`config.mk`:
```
export PLATFORM = sky130hd
export DESIGN_NAME = ir_scan_scheduler_flat
export DESIGN_NICKNAME = d
export VERILOG_FILES = /design/src/rtl/ir_scan_scheduler_if.sv /design/src/rtl/ir_scan_scheduler.sv /design/src/flat_wrapper.sv
export SDC_FILE = /design/constraint.sdc
export NUM_CORES = 1
export LEC_CHECK = 0
export CORE_MARGIN = 3
export CORE_UTILIZATION = 30
export DETAILED_ROUTE_END_ITERATION = 8
export PLACE_DENSITY = 0.55
export SLEW_MARGIN = 20
export SYNTH_ARGS = -nofsm -noshare
export SYNTH_HDL_FRONTEND = slang
export SYNTH_SLANG_ARGS = --single-unit
export TNS_END_PERCENT = 100
```
`constraint.sdc`:
```
create_clock -name clk -period 7.8 [get_ports clk]
set_input_delay 1.56 -clock clk [delete_from_list [all_inputs] [get_ports clk]]
set_output_delay 1.56 -clock clk [all_outputs]
set_load 0.03 [all_outputs]
```
`src/rtl/ir_scan_scheduler_if.sv`:
```
// Report handshake between the scan scheduler and the serial report engine.
//   report_req    scheduler -> reporter  level, high while a slot's results await reporting
//   report_tx_id  scheduler -> reporter  index of the transmitter being reported
//   report_done   reporter -> scheduler  one-clk pulse: line sent, counters cleared
interface ir_scan_scheduler_if;
  logic       report_req;
  logic [3:0] report_tx_id;
  logic       report_done;

  modport master (output report_req, output report_tx_id, input report_done);
  modport slave  (input report_req, input report_tx_id, output report_done);
endinterface

```
`src/rtl/ir_scan_scheduler.sv`:
```
// Proximity-sensor scan sequencer. Picks transmitters round-robin from an enable
// mask, times each slot's burst and quiet windows in modulation half-cycles, then
// hands the slot to the report engine and waits for it to finish.
// Ports:
//   clk, reset_n     clock and asynchronous active-low reset
//   mod_edge         one-clk pulse per modulation half-cycle
//   scan_run         level: keep scanning / stop after current slot
//   tx_mask          transmitter enable mask, evaluated only when selecting
//   burst_cycles     burst length in half-cycles (0 acts as 1), latched at slot start
//   quiet_cycles     listen length in half-cycles (0 skips QUIET), latched at slot start
//   rpt              report handshake (report_req / report_tx_id / report_done)
//   tx_select        one-hot driver enable, only during BURST
//   sample_en        RX counters may accumulate (BURST and QUIET)
//   frame_start      one-clk pulse when a new pass over the mask begins
//   idle             high in IDLE
module ir_scan_scheduler #(
  parameter int kTxCount   = 12,
  parameter int kTimerBits = 12
) (
  input  logic                  clk,
  input  logic                  reset_n,
  input  logic                  mod_edge,
  input  logic                  scan_run,
  input  logic [kTxCount-1:0]   tx_mask,
  input  logic [kTimerBits-1:0] burst_cycles,
  input  logic [kTimerBits-1:0] quiet_cycles,
  ir_scan_scheduler_if.master   rpt,
  output logic [kTxCount-1:0]   tx_select,
  output logic                  sample_en,
  output logic                  frame_start,
  output logic                  idle
);

  localparam logic [1:0] S_IDLE   = 2'd0;
  localparam logic [1:0] S_BURST  = 2'd1;
  localparam logic [1:0] S_QUIET  = 2'd2;
  localparam logic [1:0] S_REPORT = 2'd3;

  logic [1:0]            state;
  logic [3:0]            cur_tx;
  logic [kTimerBits-1:0] timer;
  logic [kTimerBits-1:0] burst_lat;
  logic [kTimerBits-1:0] quiet_lat;

  // Candidate masks: enabled transmitters strictly above cur_tx, and one-hot of the pick.
  logic [kTxCount-1:0] higher;
  logic [kTxCount-1:0] next_onehot;
  logic [3:0]          next_tx;
  logic                next_wrap;
  logic                start_slot;

  genvar gi;
  generate
    for (gi = 0; gi < kTxCount; gi++) begin : g_sel
      assign higher[gi]      = (4'(gi) > cur_tx);
      assign next_onehot[gi] = (next_tx == 4'(gi));
    end
  endgenerate

  // Lowest enabled index above cur_tx; if there is none the pass wraps to the
  // lowest enabled index overall, which is what marks a new frame.
  always_comb begin
    logic [kTxCount-1:0] above;
    logic [3:0]          pick_hi;
    logic [3:0]          pick_lo;
    logic                hi_found;
    above    = tx_mask & higher;
    pick_hi  = '0;
    pick_lo  = '0;
    hi_found = 1'b0;
    for (int i = kTxCount - 1; i >= 0; i--) begin
      if (above[i]) begin
        pick_hi  = 4'(i);
        hi_found = 1'b1;
      end
      if (tx_mask[i]) begin
        pick_lo = 4'(i);
      end
    end
    next_tx   = hi_found ? pick_hi : pick_lo;
    next_wrap = !hi_found;
  end

  assign start_slot = scan_run && (|tx_mask) &&
                      ((state == S_IDLE) || (state == S_REPORT && rpt.report_done));

  always_ff @(posedge clk or negedge reset_n) begin
    if (!reset_n) begin
      state            <= S_IDLE;
      cur_tx           <= 4'(kTxCount - 1);
      timer            <= '0;
      burst_lat        <= '0;
      quiet_lat        <= '0;
      tx_select        <= '0;
      sample_en        <= 1'b0;
      rpt.report_req   <= 1'b0;
      rpt.report_tx_id <= '0;
      frame_start      <= 1'b0;
      idle             <= 1'b1;
    end else begin
      frame_start <= 1'b0;
      if (start_slot) begin
        // A mod_edge coinciding with the slot start is deliberately not counted.
        state          <= S_BURST;
        cur_tx         <= next_tx;
        timer          <= '0;
        burst_lat      <= (burst_cycles == '0) ? kTimerBits'(1) : burst_cycles;
        quiet_lat      <= quiet_cycles;
        tx_select      <= next_onehot;
        sample_en      <= 1'b1;
        rpt.report_req <= 1'b0;
        frame_start    <= (state == S_IDLE) || next_wrap;
        idle           <= 1'b0;
      end else begin
        case (state)
          S_BURST: begin
            if (mod_edge) begin
              if (timer == burst_lat - kTimerBits'(1)) begin
                timer     <= '0;
                tx_select <= '0;
                if (quiet_lat == '0) begin
                  state            <= S_REPORT;
                  sample_en        <= 1'b0;
                  rpt.report_req   <= 1'b1;
                  rpt.report_tx_id <= cur_tx;
                end else begin
                  state <= S_QUIET;
                end
              end else begin
                timer <= timer + kTimerBits'(1);
              end
            end
          end
          S_QUIET: begin
            if (mod_edge) begin
              if (timer == quiet_lat - kTimerBits'(1)) begin
                timer            <= '0;
                state            <= S_REPORT;
                sample_en        <= 1'b0;
                rpt.report_req   <= 1'b1;
                rpt.report_tx_id <= cur_tx;
              end else begin
                timer <= timer + kTimerBits'(1);
              end
            end
          end
          S_REPORT: begin
            // Reaching here with report_done set means no further slot may start.
            if (rpt.report_done) begin
              state          <= S_IDLE;
              rpt.report_req <= 1'b0;
              idle           <= 1'b1;
            end
          end
          default: begin
            state <= S_IDLE;
          end
        endcase
      end
    end
  end

endmodule

```
`src/flat_wrapper.sv`:
```
// flat-port wrapper written by rule: the top's interface ports become plain ports
module ir_scan_scheduler_flat 
#(
  parameter int kTxCount   = 12,
  parameter int kTimerBits = 12
)
  (clk, reset_n, mod_edge, scan_run, tx_mask, burst_cycles, quiet_cycles, tx_select, sample_en, frame_start, idle, rpt_report_req, rpt_report_tx_id, rpt_report_done);
  ir_scan_scheduler_if rpt_i ();
  input  logic clk;
  input  logic reset_n;
  input  logic mod_edge;
  input  logic scan_run;
  input  logic [kTxCount-1:0] tx_mask;
  input  logic [kTimerBits-1:0] burst_cycles;
  input  logic [kTimerBits-1:0] quiet_cycles;
  output logic [kTxCount-1:0] tx_select;
  output logic sample_en;
  output logic frame_start;
  output logic idle;
  output wire logic [$bits(rpt_i.report_req)-1:0] rpt_report_req;
  output wire logic [$bits(rpt_i.report_tx_id)-1:0] rpt_report_tx_id;
  input wire logic [$bits(rpt_i.report_done)-1:0] rpt_report_done;
  assign rpt_report_req = rpt_i.report_req;
  assign rpt_report_tx_id = rpt_i.report_tx_id;
  assign rpt_i.report_done = rpt_report_done;
  ir_scan_scheduler #(.kTxCount(kTxCount), .kTimerBits(kTimerBits)) u_core (.clk(clk), .reset_n(reset_n), .mod_edge(mod_edge), .scan_run(scan_run), .tx_mask(tx_mask), .burst_cycles(burst_cycles), .quiet_cycles(quiet_cycles), .rpt(rpt_i), .tx_select(tx_select), .sample_en(sample_en), .frame_start(frame_start), .idle(idle));
endmodule
```
==> metrics.json, run 1 <==
{
  "status": {"value": "complete, no violations"},
  "clock_latency": {"value": 340, "unit": "ps"},
  "diodes": {"value": 0},
  "portion_of_the_clock_cycle_consumed_by_the_worst_path_in_the_final_layout": {"value": 52.70, "unit": "%"},
  "synthCells": {"value": 511},
  "grt_setup_unrepaired": {"value": "no"},
  "cellPowerDensity": {"value": 387.4, "unit": "nW/um^2"},
  "routed_length_per_instance": {"value": 15.71, "unit": "um"},
  "die_height": {"value": 124.8, "unit": "um"},
  "numClockSinks": {"value": 62},
  "dp_hpwl": {"value": 8416, "unit": "um"},
  "post_synth_simple_gate_area": {"value": 24.27, "unit": "%"},
  "number_of_violations_reported_at_the_end_of_detailed_routing_iteration_0": {"value": 282},
  "place.detailed.instances": {"value": 724},
  "async_flop_share": {"value": 100.0, "unit": "%"},
  "post-route-worst-setup-slack": {"value": 3690, "unit": "ps"},
  "cp_data_required_time": {"value": 8050, "unit": "ps"},
  "total_power": {"value": 2.047, "unit": "mW"},
  "critPathLaunchType": {"value": "input pin"},
  "initial_core_util": {"value": 31.34, "unit": "%"},
  "multi_input_area": {"value": 2441, "unit": "sq um"},
  "largest_net_degree_at_the_start_of_global_routing": {"value": 63},
  "ctsLongestPathBuffers": {"value": 2},
  "syn-cell-area": {"value": 4233, "unit": "sq um"},
  "synth_flop_cell": {"value": "dfrtp_1"},
  "synth_fp_nets": {"value": 559},
  "fin_tns_setup": {"value": 0, "unit": "ps"},
  "io_buffer_count": {"value": 60},
  "cts_htree_levels": {"value": 3},
  "maxClockFrequency": {"value": 243.3, "unit": "MHz"},
  "cts_inserted_buffers": {"value": 9},
  "n_fill_cell": {"value": 1362},
  "synth_compound_gate_area_share": {"value": 25.21, "unit": "%"},
  "finish.cell_count_without_fillers": {"value": 740},
  "fp.dieW": {"value": 124.8, "unit": "um"},
  "synth_enable_flop_cells": {"value": 0},
  "path_max_fanout": {"value": 35},
  "drc": {"value": 0},
  "layout.area.seq": {"value": 1556, "unit": "sq um"},
  "globalRouteTotalUtil": {"value": 15.01, "unit": "%"},
  "layout-area-overhead-vs-synth": {"value": 24.83, "unit": "%"},
  "drv_slew": {"value": 0},
  "first_global_vias": {"value": 3959},
  "num-nets-final": {"value": 607},
  "post-cts-setup-buffers": {"value": 0},
  "combinational_family_with_the_most_area_after_synthesis": {"value": "compound AO/OA/AOI/OAI gates"},
  "design_area": {"value": 5284, "unit": "sq um"},
  "grt_pass1_wl": {"value": 19150, "unit": "um"},
  "fin_crit": {"value": 4110, "unit": "ps"},
  "cts_resized": {"value": 0},
  "yosys.area_share.xor_xnor": {"value": 4.552, "unit": "%"},
  "timing.final.hold_violations": {"value": 0},
  "hp-class": {"value": "reg2reg"},
  "cp_data_arrival_time": {"value": 4360, "unit": "ps"},
  "design.die.area": {"value": 15570, "unit": "sq um"},
  "routed-via-count": {"value": 4028},
  "cts_tree": {"value": "done"},
  "grt.overflow.total": {"value": 0},
  "finClkSkew": {"value": 8.489, "unit": "ps"},
  "critical_path_class": {"value": "in2reg"},
  "drt-vias-per-instance": {"value": 5.443},
  "timing.final.setup_violations": {"value": 0},
  "drive_above_1_share": {"value": 8.156, "unit": "%"},
  "gp_congestion": {"value": 0.8475},
  "synthAdderAreaFrac": {"value": 2.069, "unit": "%"},
  "yosys_warnings": {"value": 0},
  "placement.cell_area": {"value": 4979, "unit": "sq um"},
  "clkSlewWorstSetupHoldPaths": {"value": 50, "unit": "ps"},
  "yosys_register_bits": {"value": 62},
  "placement_rows": {"value": 42},
  "cts-hold-fix-buffers": {"value": 0},
  "worst_hold_slack": {"value": 485.5, "unit": "ps"},
  "design.core.area": {"value": 13510, "unit": "sq um"},
  "core_utilization_of_the_finished_layout": {"value": 39.12, "unit": "%"},
  "worst_ir_drop_vdd": {"value": 0.0001285, "unit": "V"},
  "critPathCaptureType": {"value": "flip-flop"},
  "drt_pass1_iterations": {"value": 6},
  "synthesis.area_per_instance": {"value": 8.283, "unit": "sq um"},
  "total_leakage_power": {"value": 2.189, "unit": "nW"},
  "synth_seq_area_share": {"value": 36.77, "unit": "%"},
  "post_synth_mux_area_share": {"value": 1.330, "unit": "%"},
  "floorplan.io_pins": {"value": 61},
  "relSlewSlack": {"value": 44.63, "unit": "%"},
  "cts_root_buf": {"value": "clkbuf_16"},
  "synth.distinct_cells": {"value": 74},
  "finalWirelength": {"value": 11630, "unit": "um"},
  "antenna_found_initial": {"value": 0},
  "worst-slew-pin-transition": {"value": 830.5, "unit": "ps"},
  "antenna_violating_nets_post_route": {"value": 0},
  "maxCapViolations": {"value": 0},
  "dpl_worst_slack": {"value": 3335, "unit": "ps"}
}
-- flip-flops by register name, summed over array words and instances, names as in the netlist --
register,count
u_core.burst_lat,12
u_core.quiet_lat,12
u_core.timer,12
u_core.tx_select,12
u_core.cur_tx,4
u_core.rpt.report_tx_id,4
u_core.state,2
u_core.frame_start,1
u_core.idle,1
u_core.rpt.report_req,1
u_core.sample_en,1
-- Yosys cell counts (7+ instances only) --
cell / n / area [sq um]
clkbuf_1: 24 / 90.09
o211ai_1: 12 / 90.09
o2111ai_1: 7 / 61.31
ha_1: 7 / 87.58
nor4_1: 8 / 50.05
or3_1: 9 / 56.30
a21oi_1: 15 / 75.07
or2_2: 8 / 50.05
nand2_1: 90 / 337.8
nand3_1: 16 / 80.08
o32ai_1: 8 / 70.07
xnor2_1: 13 / 113.9
nor2_1: 29 / 108.9
xor2_1: 9 / 78.83
a31oi_1: 8 / 50.05
nor2b_1: 8 / 50.05
dfrtp_1: 58 / 1451
inv_1: 39 / 146.4
o21ai_0: 24 / 120.1
-- per-layer routing --
layer	global-route usage, %	wire [um]
met1	18.85	5308
met5	0	0
met4	5.867	244
met3	3.345	584
met2	25.03	5490
-- worst paths after layout --
kind / depth (start not counted) / end / from / slack [ps]
worst max-delay path: 8 / u_core.timer[11]$_DFFE_PN0P_ / tx_mask[6] / 3690
worst min-delay path: 1 / u_core.rpt.report_tx_id[0]$_DFFE_PN0P_ / u_core.rpt.report_tx_id[0]$_DFFE_PN0P_ / 490
worst max register to register: 9 / u_core.rpt.report_tx_id[3]$_DFFE_PN0P_ / u_core.quiet_lat[0]$_DFFE_PN0P_ / 4140
worst min register to register: 1 / u_core.rpt.report_tx_id[0]$_DFFE_PN0P_ / u_core.rpt.report_tx_id[0]$_DFFE_PN0P_ / 490
max in group asynchronous: 2 / u_core.cur_tx[2]$_DFFE_PN0P_ / reset_n / 5840
min in group asynchronous: 2 / u_core.quiet_lat[9]$_DFFE_PN0P_ / reset_n / 1390
-- cells in the final DEF (no fill, tap or decap), types with 5 or more instances in the layout --
master           netlist  routed
a21oi_1               15      14
nand2_1               90      90
nor2_1                29      29
and2_1                 5       5
nor3_1                 6       6
nor2b_1                8       8
ha_1                   7       7
xor2_1                 9       9
xnor2_1               13      13
o2111ai_1              7       7
o32ai_1                8       8
clkbuf_16              0       9
o31ai_1                6       6
or3_1                  9       9
clkdlybuf4s50_1        0      59
o22ai_1                5       5
dfrtp_1               58      58
nor4_1                 8       8
a31oi_1                8       8
o211ai_1              12      12
nand3_1               16      16
nand2b_1               6       6
or2_2                  8       8
o21ai_0               24      24
inv_1                 39      39
-- where the power goes --
group / internal (mW) / switching (mW) / leakage (nW)
clock network: 0.263 / 0.144 / 0.152
registers: 0.450 / 0.159 / 0.794
logic: 0.406 / 0.625 / 1.24
-- layout make-up --
class                           instances  share of cell area [%]
Timing Repair Buffer                   63                   11.70
Sequential cell                        62                   29.46
Clock inverter                          4                  0.8525
Tap cell                              176                   4.168
Multi-Input combinational cell        384                   46.20
Inverter                               39                   2.771
Clock buffer                           12                   4.854
-- critical path, cell delays in order --
cell             delay [ps]
clkdlybuf4s50_1         500
nor4_1                  350
nand3_1                 200
o221ai_2                210
buf_4                   370
and3_1                  620
o21ai_0                 300
o211ai_1                240
-- cells by family after synthesis --
group / Yosys count
mux: 5
flops: 62
fa+ha+maj: 7
xor+xnor: 22
compound gates: 143
buf+inv: 65
simple gates: 207
(Power assumes the default switching activity.)
==> run 2: changes to the inputs <==
clock period = 3.9 ns   (was 7.8 ns; I/O delays follow)
==> run 2 against run 1 <==
  * Total power up 110%
  * Largest power group unchanged
  * Worst hold slack worse by 45 ps
  * Sequential power up 100%
  * First-iteration DRC count down 15%
  * Final cell count up 0.54%
  * Wire length up 1.5%
  * Clock power up 130%
  * Critical path depth up 1
==> metrics.json, run 2 (synthesis gave the netlist of run 1 again) <==
{
  "design.die.area": {"value": 15570, "unit": "sq um", "change": "unchanged"},
  "worst_hold_slack": {"value": 440.1, "unit": "ps", "change": "-45.35 ps"},
  "drt-vias-per-instance": {"value": 5.293, "change": "-2.8%"},
  "wl_met1": {"value": 5379, "unit": "um", "change": "+1.3%"},
  "drc": {"value": 0, "change": "unchanged"},
  "layout_common_cells": {"value": "nand2_1, clkdlybuf4s50_1, dfrtp_1"},
  "io_buffer_count": {"value": 60, "change": "unchanged"},
  "fin_crit": {"value": 3455, "unit": "ps"},
  "path_cells": {"value": "inv_1 -> ha_1 -> or4b_1 -> o41ai_1 -> a31oi_1 -> o311ai_1 -> o211ai_4 -> or4_1 -> a221oi_1"},
  "dpl_worst_slack": {"value": 428.6, "unit": "ps", "change": "-2906 ps"},
  "register_to_register_path_setup_slack": {"value": 450, "unit": "ps", "change": "-3690 ps"},
  "layout.cells.most_common": {"value": "nand2_1"},
  "cp_data_arrival_time": {"value": 3690, "unit": "ps", "change": "-670 ps"},
  "critPathCaptureType": {"value": "flip-flop"},
  "cellPowerDensity": {"value": 796.4, "unit": "nW/um^2", "change": "+110%"},
  "placement.cell_area": {"value": 5009, "unit": "sq um", "change": "+0.60%"},
  "timing.final.setup_violations": {"value": 0, "change": "unchanged"},
  "antenna_violating_nets_post_route": {"value": 0, "change": "unchanged"},
  "cp_data_required_time": {"value": 4130, "unit": "ps", "change": "-3920 ps"},
  "placement_rows": {"value": 42, "change": "unchanged"},
  "timing.final.hold_violations": {"value": 0, "change": "unchanged"},
  "routed-via-count": {"value": 3938, "change": "-2.2%"},
  "first_global_vias": {"value": 3987, "change": "+0.71%"},
  "num-nets-final": {"value": 611, "change": "+0.66%"},
  "relSlewSlack": {"value": 54.70, "unit": "%", "change": "+10 points"},
  "worst_ir_drop_vdd": {"value": 0.0004178, "unit": "V", "change": "+230%"},
  "cts_inserted_buffers": {"value": 9, "change": "unchanged"},
  "finalWirelength": {"value": 11800, "unit": "um", "change": "+1.5%"},
  "core_utilization_of_the_finished_layout": {"value": 39.66, "unit": "%", "change": "+0.54 points"},
  "status": {"value": "complete, no violations"},
  "number_of_violations_reported_at_the_end_of_detailed_routing_iteration_0": {"value": 241, "change": "-15%"},
  "grt_pass1_wl": {"value": 19730, "unit": "um", "change": "+3.0%"},
  "grt.overflow.total": {"value": 0, "change": "unchanged"},
  "layout.area.seq": {"value": 1556, "unit": "sq um", "change": "unchanged"},
  "drive_above_1_share": {"value": 8.803, "unit": "%", "change": "+0.65 points"},
  "initial_core_util": {"value": 31.34, "unit": "%", "change": "unchanged"},
  "cts_tree": {"value": "done"},
  "portion_of_the_clock_cycle_consumed_by_the_worst_path_in_the_final_layout": {"value": 88.58, "unit": "%"},
  "highest_layer": {"value": "met4"},
  "layout-area-overhead-vs-synth": {"value": 26.54, "unit": "%"},
  "largest_net_degree_at_the_start_of_global_routing": {"value": 47, "change": "-25%"},
  "die_height": {"value": 124.8, "unit": "um", "change": "unchanged"},
  "multi_input_area": {"value": 2437, "unit": "sq um", "change": "-0.15%"},
  "drv_slew": {"value": 0, "change": "unchanged"},
  "critPathMaxStageDelay": {"value": 600, "unit": "ps", "change": "-20 ps"},
  "ctsLongestPathBuffers": {"value": 2, "change": "unchanged"},
  "fin_tns_setup": {"value": 0, "unit": "ps", "change": "unchanged"},
  "ff2ff_path_depth": {"value": 9, "change": "unchanged"},
  "r2r-end": {"value": "u_core.rpt.report_req$_DFFE_PN0P_"},
  "cts-hold-fix-buffers": {"value": 0, "change": "unchanged"},
  "cts_root_buf": {"value": "clkbuf_16"},
  "post-cts-setup-buffers": {"value": 0, "change": "unchanged"},
  "design_area": {"value": 5356, "unit": "sq um", "change": "+1.4%"},
  "gp_congestion": {"value": 0.8468, "change": "about the same"},
  "n_fill_cell": {"value": 1384, "change": "+1.6%"},
  "diodes": {"value": 0, "change": "unchanged"},
  "critPathSlowestCell": {"value": "or4b_1"},
  "floorplan.io_pins": {"value": 61, "change": "unchanged"},
  "finClkSkew": {"value": 5.653, "unit": "ps", "change": "-2.835 ps"},
  "maxClockFrequency": {"value": 289.5, "unit": "MHz"},
  "grt_setup_unrepaired": {"value": "no"},
  "antenna_found_initial": {"value": 0, "change": "unchanged"},
  "globalRouteTotalUtil": {"value": 15.41, "unit": "%", "change": "+0.41 points"},
  "met3WireLength": {"value": 623, "unit": "um", "change": "+6.7%"},
  "clock_latency": {"value": 340, "unit": "ps", "change": "about the same"},
  "fp.dieW": {"value": 124.8, "unit": "um", "change": "unchanged"},
  "total_leakage_power": {"value": 2.223, "unit": "nW", "change": "+1.5%"},
  "critical_path_class": {"value": "reg2reg"},
  "routed-wl-met2": {"value": 5569, "unit": "um", "change": "+1.4%"},
  "total_power": {"value": 4.266, "unit": "mW", "change": "+110%"},
  "worst-slew-pin-transition": {"value": 673.3, "unit": "ps", "change": "-157.1 ps"},
  "place.detailed.instances": {"value": 728, "change": "+0.55%"},
  "hp-class": {"value": "in2async"},
  "cts_htree_levels": {"value": 3, "change": "unchanged"},
  "drt_pass1_iterations": {"value": 4, "change": "-2"},
  "post-route-worst-setup-slack": {"value": 445.4, "unit": "ps", "change": "-3244 ps"},
  "finish.cell_count_without_fillers": {"value": 744, "change": "+0.54%"},
  "worstReg2RegStart": {"value": "u_core.quiet_lat[0]$_DFFE_PN0P_"},
  "critPathLaunchType": {"value": "flip-flop"},
  "clkSlewWorstSetupHoldPaths": {"value": 50, "unit": "ps", "change": "about the same"},
  "numClockSinks": {"value": 62, "change": "unchanged"},
  "path_max_fanout": {"value": 7, "change": "-80%"},
  "maxCapViolations": {"value": 0, "change": "unchanged"},
  "cts_resized": {"value": 0, "change": "unchanged"},
  "routed_length_per_instance": {"value": 15.87, "unit": "um", "change": "+0.98%"},
  "design.core.area": {"value": 13510, "unit": "sq um", "change": "unchanged"},
  "dp_hpwl": {"value": 8706, "unit": "um", "change": "+3.4%"}
}
## run 2: how the worst max path moves through the flow
stage                     slack, ps  cells past startpoint                            start                                     end
after floorplan                 840                     10  u_core.quiet_lat[0]$_DFFE_PN0P_  u_core.rpt.report_tx_id[3]$_DFFE_PN0P_
after global placement          560                      8                       tx_mask[6]  u_core.rpt.report_tx_id[3]$_DFFE_PN0P_
after detailed placement        430                      9  u_core.quiet_lat[0]$_DFFE_PN0P_       u_core.rpt.report_req$_DFFE_PN0P_
after CTS                       410                      9  u_core.quiet_lat[0]$_DFFE_PN0P_       u_core.rpt.report_req$_DFFE_PN0P_
after global routing            210                      7  u_core.burst_lat[6]$_DFFE_PN0P_       u_core.rpt.report_req$_DFFE_PN0P_
final                           450                      9  u_core.quiet_lat[0]$_DFFE_PN0P_       u_core.rpt.report_req$_DFFE_PN0P_
## run 2: worst max-delay path: cells and delay by family (launching register included)
family / cells / cell delay, ps
fa+ha+maj: 1 / 230
compound gates: 5 / 1450
buf+inv: 1 / 100
flops: 1 / 420
simple gates: 2 / 1150
## run 2: final cells by class
| class | count | area share (%) |
|---|---|---|
| multi-input combinational | 384 | 45.50 |
| tap | 176 | 4.111 |
| sequential | 62 | 29.06 |
| clock inverter | 7 | 2.242 |
| clock buffer | 9 | 4.205 |
| timing repair buffer | 67 | 12.15 |
| inverter | 39 | 2.733 |
## run 2: report_power, final
| group | internal (mW) | switching [mW] |
|---|---|---|
| Combinational | 0.847 | 1.25 |
| Clock | 0.627 | 0.316 |
| Sequential | 0.900 | 0.322 |
| Total | 2.37 | 1.89 |
## run 2: per-layer routing
metal	up-vias	track usage [%]
li1	1958	-
met1	1866	19.49
met2	96	25.22
met3	18	4.288
met4	0	5.416
met5	-	0
==> run 3: changes to the inputs <==
CTS_CLUSTER_SIZE = 12   (was not set)
==> results of run 3 <==
The final DEF is identical to that of run 2; final timing and power are the same.
